## config.mk

```make
export PLATFORM = sky130hd
export DESIGN_NAME = adc_regbank
export DESIGN_NICKNAME = d
export VERILOG_FILES = /design/src/rtl/adc_regbank.sv
export SDC_FILE = /design/constraint.sdc
export NUM_CORES = 1
export LEC_CHECK = 0
export ABC_AREA = 1
export CAP_MARGIN = 20
export CORE_UTILIZATION = 45
export CTS_BUF_LIST = sky130_fd_sc_hd__clkbuf_4 sky130_fd_sc_hd__clkbuf_8 sky130_fd_sc_hd__clkbuf_16
export CTS_CLUSTER_SIZE = 28
export DETAILED_ROUTE_END_ITERATION = 12
export PLACE_DENSITY_LB_ADDON = 0.1
export SKIP_LAST_GASP = 1
export SLEW_MARGIN = 20
export SYNTH_ARGS = -nofsm -noshare
export SYNTH_HDL_FRONTEND = slang
export SYNTH_SLANG_ARGS = --single-unit
```

## constraint.sdc

```tcl
create_clock -name clk -period 2.39 [get_ports clk]
set_input_delay 0.717 -clock clk [delete_from_list [all_inputs] [get_ports clk]]
set_output_delay 0.717 -clock clk [all_outputs]
set_load 0.01 [all_outputs]
```

## src/rtl/adc_regbank.sv

```systemverilog
// adc_regbank: control/status register bank for the ADC capture path.
// Define ADC_REGBANK_SNAP_CNT_EN to add the SNAP_CNT register at 0x34.
module adc_regbank #(
    parameter int NUM_CH = 4,
    parameter int RES_W  = 12,
    parameter int AW     = 16,
    parameter int RD_LAT = 1
) (
    input  logic                    clk,
    input  logic                    rstb,
    input  logic                    wr_en,
    input  logic [3:0]              be,
    input  logic [AW-1:0]           wr_addr,
    input  logic [31:0]             wdata,
    input  logic                    rd_en,
    input  logic [AW-1:0]           rd_addr,
    output logic [31:0]             rdata,
    output logic                    rd_rdy,
    output logic [31:0]             ctrl,
    output logic [RES_W-1:0]        thresh,
    output logic                    fifo_rd_en,
    output logic                    fifo_rst,
    output logic                    irq,
    input  logic [NUM_CH*RES_W-1:0] adc_result,
    input  logic [NUM_CH-1:0]       adc_valid,
    input  logic                    fifo_full,
    input  logic                    fifo_empty
);

    localparam logic [AW-1:0] A_CTRL = AW'(32'h00);
    localparam logic [AW-1:0] A_CMD  = AW'(32'h04);
    localparam logic [AW-1:0] A_STAT = AW'(32'h08);
    localparam logic [AW-1:0] A_MASK = AW'(32'h0C);
    localparam logic [AW-1:0] A_SNAP = AW'(32'h10);
    localparam logic [AW-1:0] A_THR  = AW'(32'h30);
    localparam logic [31:0]   STAT_MSK =
        32'h0003_0000 | ((32'h1 << NUM_CH) - 32'h1);

    logic [31:0]             ctrl_q, ctrl_d;
    logic [31:0]             mask_q, mask_d;
    logic [31:0]             stat_q, stat_d;
    logic [31:0]             stat_set, stat_clr;
    logic [RES_W-1:0]        thresh_q, thresh_d;
    logic                    irq_q, irq_d;
    logic                    fifo_rd_en_q, fifo_rd_en_d;
    logic                    fifo_rst_q, fifo_rst_d;
    logic                    snap_q, snap_d;
    logic [NUM_CH-1:0]       snap_val_q, snap_val_d;
    logic [NUM_CH*RES_W-1:0] snap_dat_q, snap_dat_d;
    logic                    full_q, full_p_q;
    logic                    empty_q, empty_p_q;
    logic                    rd_vld_q, rd_vld_d;
    logic [31:0]             rd_dat_q, rd_dat_d;
    logic [31:0]             rmux;
    logic [NUM_CH-1:0]       rd_snap;

    logic wr_ctrl, wr_cmd, wr_stat, wr_mask, wr_thr;

    assign wr_ctrl = wr_en && (wr_addr == A_CTRL);
    assign wr_cmd  = wr_en && (wr_addr == A_CMD) && be[0];
    assign wr_stat = wr_en && (wr_addr == A_STAT);
    assign wr_mask = wr_en && (wr_addr == A_MASK);
    assign wr_thr  = wr_en && (wr_addr == A_THR);

`ifdef ADC_REGBANK_SNAP_CNT_EN
    localparam logic [AW-1:0] A_CNT = AW'(32'h34);
    logic [15:0] snap_cnt_q, snap_cnt_d;
    logic        wr_cnt;

    assign wr_cnt = wr_en && (wr_addr == A_CNT) && be[0];

    // A clear that lands with a snap still counts that snap.
    always_comb begin
        snap_cnt_d = snap_cnt_q;
        if (wr_cnt) snap_cnt_d = 16'd0;
        if (snap_q) snap_cnt_d = wr_cnt ? 16'd1 : snap_cnt_q + 16'd1;
    end

    always_ff @(posedge clk or negedge rstb) begin
        if (!rstb) snap_cnt_q <= 16'd0;
        else       snap_cnt_q <= snap_cnt_d;
    end
`endif

    always_comb begin
        ctrl_d   = ctrl_q;
        mask_d   = mask_q;
        thresh_d = thresh_q;
        for (int i = 0; i < 32; i++) begin
            if (wr_ctrl && be[i/8]) ctrl_d[i] = wdata[i];
            if (wr_mask && be[i/8]) mask_d[i] = wdata[i];
        end
        mask_d = mask_d & STAT_MSK;
        for (int i = 0; i < RES_W; i++) begin
            if (wr_thr && be[i/8]) thresh_d[i] = wdata[i];
        end
    end

    always_comb begin
        fifo_rd_en_d = wr_cmd && wdata[0];
        fifo_rst_d   = wr_cmd && wdata[1];
        snap_d       = wr_cmd && wdata[2];
    end

    // Set events override a same-cycle W1C on the same bit.
    always_comb begin
        stat_set = '0;
        stat_clr = '0;
        for (int ch = 0; ch < NUM_CH; ch++) begin
            stat_set[ch] = adc_valid[ch] &&
                (adc_result[ch*RES_W +: RES_W] > thresh_q);
        end
        stat_set[16] = full_q && !full_p_q;
        stat_set[17] = empty_q && !empty_p_q;
        for (int i = 0; i < 32; i++) begin
            stat_clr[i] = wr_stat && be[i/8] && wdata[i];
        end
        stat_d = ((stat_q & ~stat_clr) | stat_set) & STAT_MSK;
        irq_d  = |(stat_q & mask_q);
    end

    always_comb begin
        rmux    = '0;
        rd_snap = '0;
        if (rd_addr == A_CTRL) rmux = ctrl_q;
        if (rd_addr == A_STAT) rmux = stat_q;
        if (rd_addr == A_MASK) rmux = mask_q;
        if (rd_addr == A_THR)  rmux[RES_W-1:0] = thresh_q;
`ifdef ADC_REGBANK_SNAP_CNT_EN
        if (rd_addr == A_CNT)  rmux[15:0] = snap_cnt_q;
`endif
        for (int ch = 0; ch < NUM_CH; ch++) begin
            if (rd_addr == A_SNAP + AW'(4 * ch)) begin
                rmux[31]          = snap_val_q[ch];
                rmux[RES_W-1:0]   = snap_dat_q[ch*RES_W +: RES_W];
                rd_snap[ch]       = rd_en;
            end
        end
        rd_vld_d = rd_en;
        rd_dat_d = rd_en ? rmux : '0;
    end

    always_comb begin
        snap_dat_d = snap_q ? adc_result : snap_dat_q;
        snap_val_d = snap_q ? '1 : (snap_val_q & ~rd_snap);
    end

    always_ff @(posedge clk or negedge rstb) begin
        if (!rstb) begin
            ctrl_q       <= '0;
            mask_q       <= '0;
            stat_q       <= '0;
            thresh_q     <= '0;
            irq_q        <= 1'b0;
            fifo_rd_en_q <= 1'b0;
            fifo_rst_q   <= 1'b0;
            snap_q       <= 1'b0;
            snap_val_q   <= '0;
            snap_dat_q   <= '0;
            full_q       <= 1'b0;
            full_p_q     <= 1'b0;
            empty_q      <= 1'b0;
            empty_p_q    <= 1'b0;
            rd_vld_q     <= 1'b0;
            rd_dat_q     <= '0;
        end else begin
            ctrl_q       <= ctrl_d;
            mask_q       <= mask_d;
            stat_q       <= stat_d;
            thresh_q     <= thresh_d;
            irq_q        <= irq_d;
            fifo_rd_en_q <= fifo_rd_en_d;
            fifo_rst_q   <= fifo_rst_d;
            snap_q       <= snap_d;
            snap_val_q   <= snap_val_d;
            snap_dat_q   <= snap_dat_d;
            full_q       <= fifo_full;
            full_p_q     <= full_q;
            empty_q      <= fifo_empty;
            empty_p_q    <= empty_q;
            rd_vld_q     <= rd_vld_d;
            rd_dat_q     <= rd_dat_d;
        end
    end

    generate
        if (RD_LAT == 2) begin : g_lat2
            logic        rd_vld2_q;
            logic [31:0] rd_dat2_q;
            always_ff @(posedge clk or negedge rstb) begin
                if (!rstb) begin
                    rd_vld2_q <= 1'b0;
                    rd_dat2_q <= '0;
                end else begin
                    rd_vld2_q <= rd_vld_q;
                    rd_dat2_q <= rd_dat_q;
                end
            end
            assign rd_rdy = rd_vld2_q;
            assign rdata  = rd_dat2_q;
        end else begin : g_lat1
            assign rd_rdy = rd_vld_q;
            assign rdata  = rd_dat_q;
        end
    endgenerate

    assign ctrl       = ctrl_q;
    assign thresh     = thresh_q;
    assign fifo_rd_en = fifo_rd_en_q;
    assign fifo_rst   = fifo_rst_q;
    assign irq        = irq_q;

endmodule

```

==> results.cfg <==
[placement]
io_buffer_count = 205
place_congestion = 0.886
placed_cells = 1377
dp_hpwl_mm = 17.8

[clock_tree]
post_cts_buffers = 0
clk_pin_slew_ns = 0.07
clock_path_buffers = 2
cts_hold_buf = 0
cts.htree.levels = 4
clock_latency_ns = 0.43
cts_tree = done
cts_resized = 0
numCtsBuffers = 17
cts_root_buf = clkbuf_16
clock_sinks = 149

[synthesis]
synth_adder_area_share_pct = 7.79
synth_top_family_by_area = simple AND/OR/NAND/NOR gates
synthCells = 923
syn-num-nets = 1097
synth-seq-cells = 149
synthesis.area_um2 = 7710
ys_warn_count = 0
synth_cell_types = 37
synth_xor_area_share_pct = 0
synth_area_per_cell_um2 = 8.36
synth_mux_area_share_pct = 0
synth_compound_area_share_pct = 10.8
synth-simple-area-share_pct = 26.2
ys_seq_area_share_pct = 48.3

[global_route]
grt_antenna_before_repair = 0
grt_max_degree = 50
grt_pass1_vias = 6836
busiest_layer = met2
grt_overflow_total = 0
met1_usage_pct = 35.4
use_met2_pct = 46.0
grtUsageTotal_pct = 27.4
grt_pass1_wl_mm = 36.7
met3_usage_pct = 5.67

[routing]
via_per_inst = 5.07
drt_iter0_markers = 431
drtAntennaViolNets = 0
routedWlPerCell_um = 16.6
vias = 7143
drt-pass1-iter-count = 5
drc = 0
wirelength_mm = 23.3

[sta]
rsz0062_at_grt = false
finalCritPeriodShare_pct = 92.2
hold_viol = 0
period_minus_slack_ns = 2.20
setup_violations = 0
skew_ns = 0.00683
worst_slew_pin_slew_ns = 0.507
slew_headroom_pct = 66.2
max_freq_mhz = 454
report.final.slew_viol_count = 0

[finish]
syn_to_final_growth_pct = 41.8
layout-drive-gt1-share_pct = 10.8
diodes = 0
finalNetCount = 1350
final_core_util_pct = 65.7
final_cells = 1409

[run_status]
outcome = completed

[critical_path]
slowest_delay_ns = 0.59
start_kind = register
crit_family = buffers and inverters
path_buf_inv = 1
cp.depth = 1
crit_fanout = 4
cp_data_required_time_ns = 1.67
endpoint_kind = output pin
critPathKind = register to output pin
reg2regPathDepth = 9
cp.arrival_ns = 1.49
path_cells = clkdlybuf4s50_1
slowest_stage = clkdlybuf4s50_1

[die]
die_area_um2 = 17700
coreArea_um2 = 16600
die_x_um = 133
io_pins = 206
rows = 47
start_util_pct = 46.3
die_h_um = 133

[flow_run]
max_cap_violations = 0

[power_and_ir_drop]
leakage_nw = 5.01
power.density_nw_per_um2 = 510
peakVddDrop_uv = 468

[hold_path]
min_path_type = primary input to async pin
[per-layer routing]
metal / part of all wire, % / up-vias
met5: 0 / -
met4: 1.9 / 0
met3: 6.6 / 30
met2: 49 / 246
met1: 43 / 3322
li1: - / 3545
[flip-flops by register name (all words and copies together), names as in the netlist, 4 cells and up]
register	cells
stat_q	6
rdata	32
thresh	12
snap_dat_q	48
snap_val_q	4
mask_q	6
ctrl	32
[synthesized netlist by cell type]
cell type | instances | area (µm²)
nor2_4 | 7 | 78.8
buf_4 | 5 | 37.5
buf_12 | 2 | 40.0
nand4_1 | 21 | 131
buf_2 | 5 | 25.0
nand3_1 | 51 | 255
nand2_4 | 1 | 11.3
nor3_4 | 2 | 32.5
nor4_1 | 1 | 6.26
nand2_2 | 2 | 12.5
nand2_1 | 300 | 1130
o22ai_1 | 1 | 6.26
nor4_2 | 1 | 12.5
nor3_1 | 6 | 30.0
buf_6 | 5 | 56.3
a21oi_1 | 64 | 320
inv_2 | 3 | 11.3
o221ai_1 | 2 | 17.5
o211ai_1 | 1 | 7.51
buf_8 | 1 | 15.0
nor2_2 | 11 | 68.8
and2_4 | 1 | 8.76
clkbuf_1 | 15 | 56.3
nor2_1 | 40 | 150
ha_1 | 48 | 601
nand3_4 | 3 | 52.6
nor4_4 | 1 | 21.3
and2_1 | 1 | 6.26
inv_1 | 74 | 278
o21ai_0 | 70 | 350
dfrtp_1 | 149 | 3730
o2111ai_1 | 1 | 8.76
a211oi_1 | 2 | 15.0
and2b_1 | 1 | 7.51
nor3_2 | 1 | 10.0
o21ai_1 | 22 | 110
clkinv_1 | 2 | 7.51
[cell families after synthesis]
group | after synthesis
AO/OA/AOI/OAI | 163
flip-flops | 149
adder cells (fa/ha/maj) | 48
buffers and inverters | 112
AND/OR/NAND/NOR | 451
[worst register-to-register path: stages, from the launching register on]
cell     delay [ns]
dfrtp_1        0.40
inv_1          0.22
ha_1           0.38
nand2_1        0.06
nor3_1         0.20
buf_4          0.16
nand2_1        0.06
nand3_1        0.11
nand3_1        0.18
nand2_1        0.10
[placed cells by master, fill, tap and decap left out, drive strengths merged]
cell type | Yosys | final
o2111ai | 1 | 1
o22ai | 1 | 1
clkinvlp | 0 | 4
nand2 | 303 | 303
nor2 | 58 | 58
o221ai | 2 | 2
and2b | 1 | 1
o21ai | 92 | 92
clkinv | 2 | 3
o211ai | 1 | 1
and2 | 2 | 2
nand3 | 54 | 54
nor4 | 3 | 3
inv | 77 | 85
nand4 | 21 | 21
buf | 18 | 63
nor3 | 9 | 9
clkdlybuf4s50 | 0 | 204
dfrtp | 149 | 149
a21oi | 64 | 64
ha | 48 | 48
clkbuf | 15 | 19
a211oi | 2 | 2
[worst paths after layout]
path                       startpoint             end  slack (ns)
max                         thresh[3]       thresh[3]        0.19
min in group clk               full_q        full_p_q        0.37
max reg2reg                 thresh[7]       stat_q[2]        0.46
max in group asynchronous        rstb   snap_val_q[3]        1.50
min reg2reg                    full_q        full_p_q        0.37
min                              rstb  snap_dat_q[13]        0.24
[layout make-up]
class | instances | area [µm²]
clock buffer | 19 | 447
clock inverter | 13 | 111
fill | 1445 | 5710
timing repair buffer | 267 | 2620
multi-input combinational | 662 | 3460
inverter | 79 | 297
sequential | 149 | 3730
tap | 220 | 275
[power breakdown]
part / leakage, nW / internal (mW) / switching (mW)
clock: 0.264 / 1.40 / 1.15
sequential: 1.77 / 2.53 / 0.00163
combinational: 2.98 / 0.275 / 0.229
[per-stage QoR]
stage                     worst slack, ns  total power, mW  hold WS, ns  setup TNS [ns]  instance area, µm²
after floorplan                     0.460             2.71        0.354               0                7710
after global placement             -0.194             3.08        0.358           -2.61               10400
after detailed placement           -0.220             3.08        0.363           -3.53               10400
after CTS                           0.183             5.61        0.251               0               10900
after global routing               0.0118             5.76        0.274               0               10900
final                               0.187             5.58        0.243               0               10900
(Power assumes the default switching activity.)
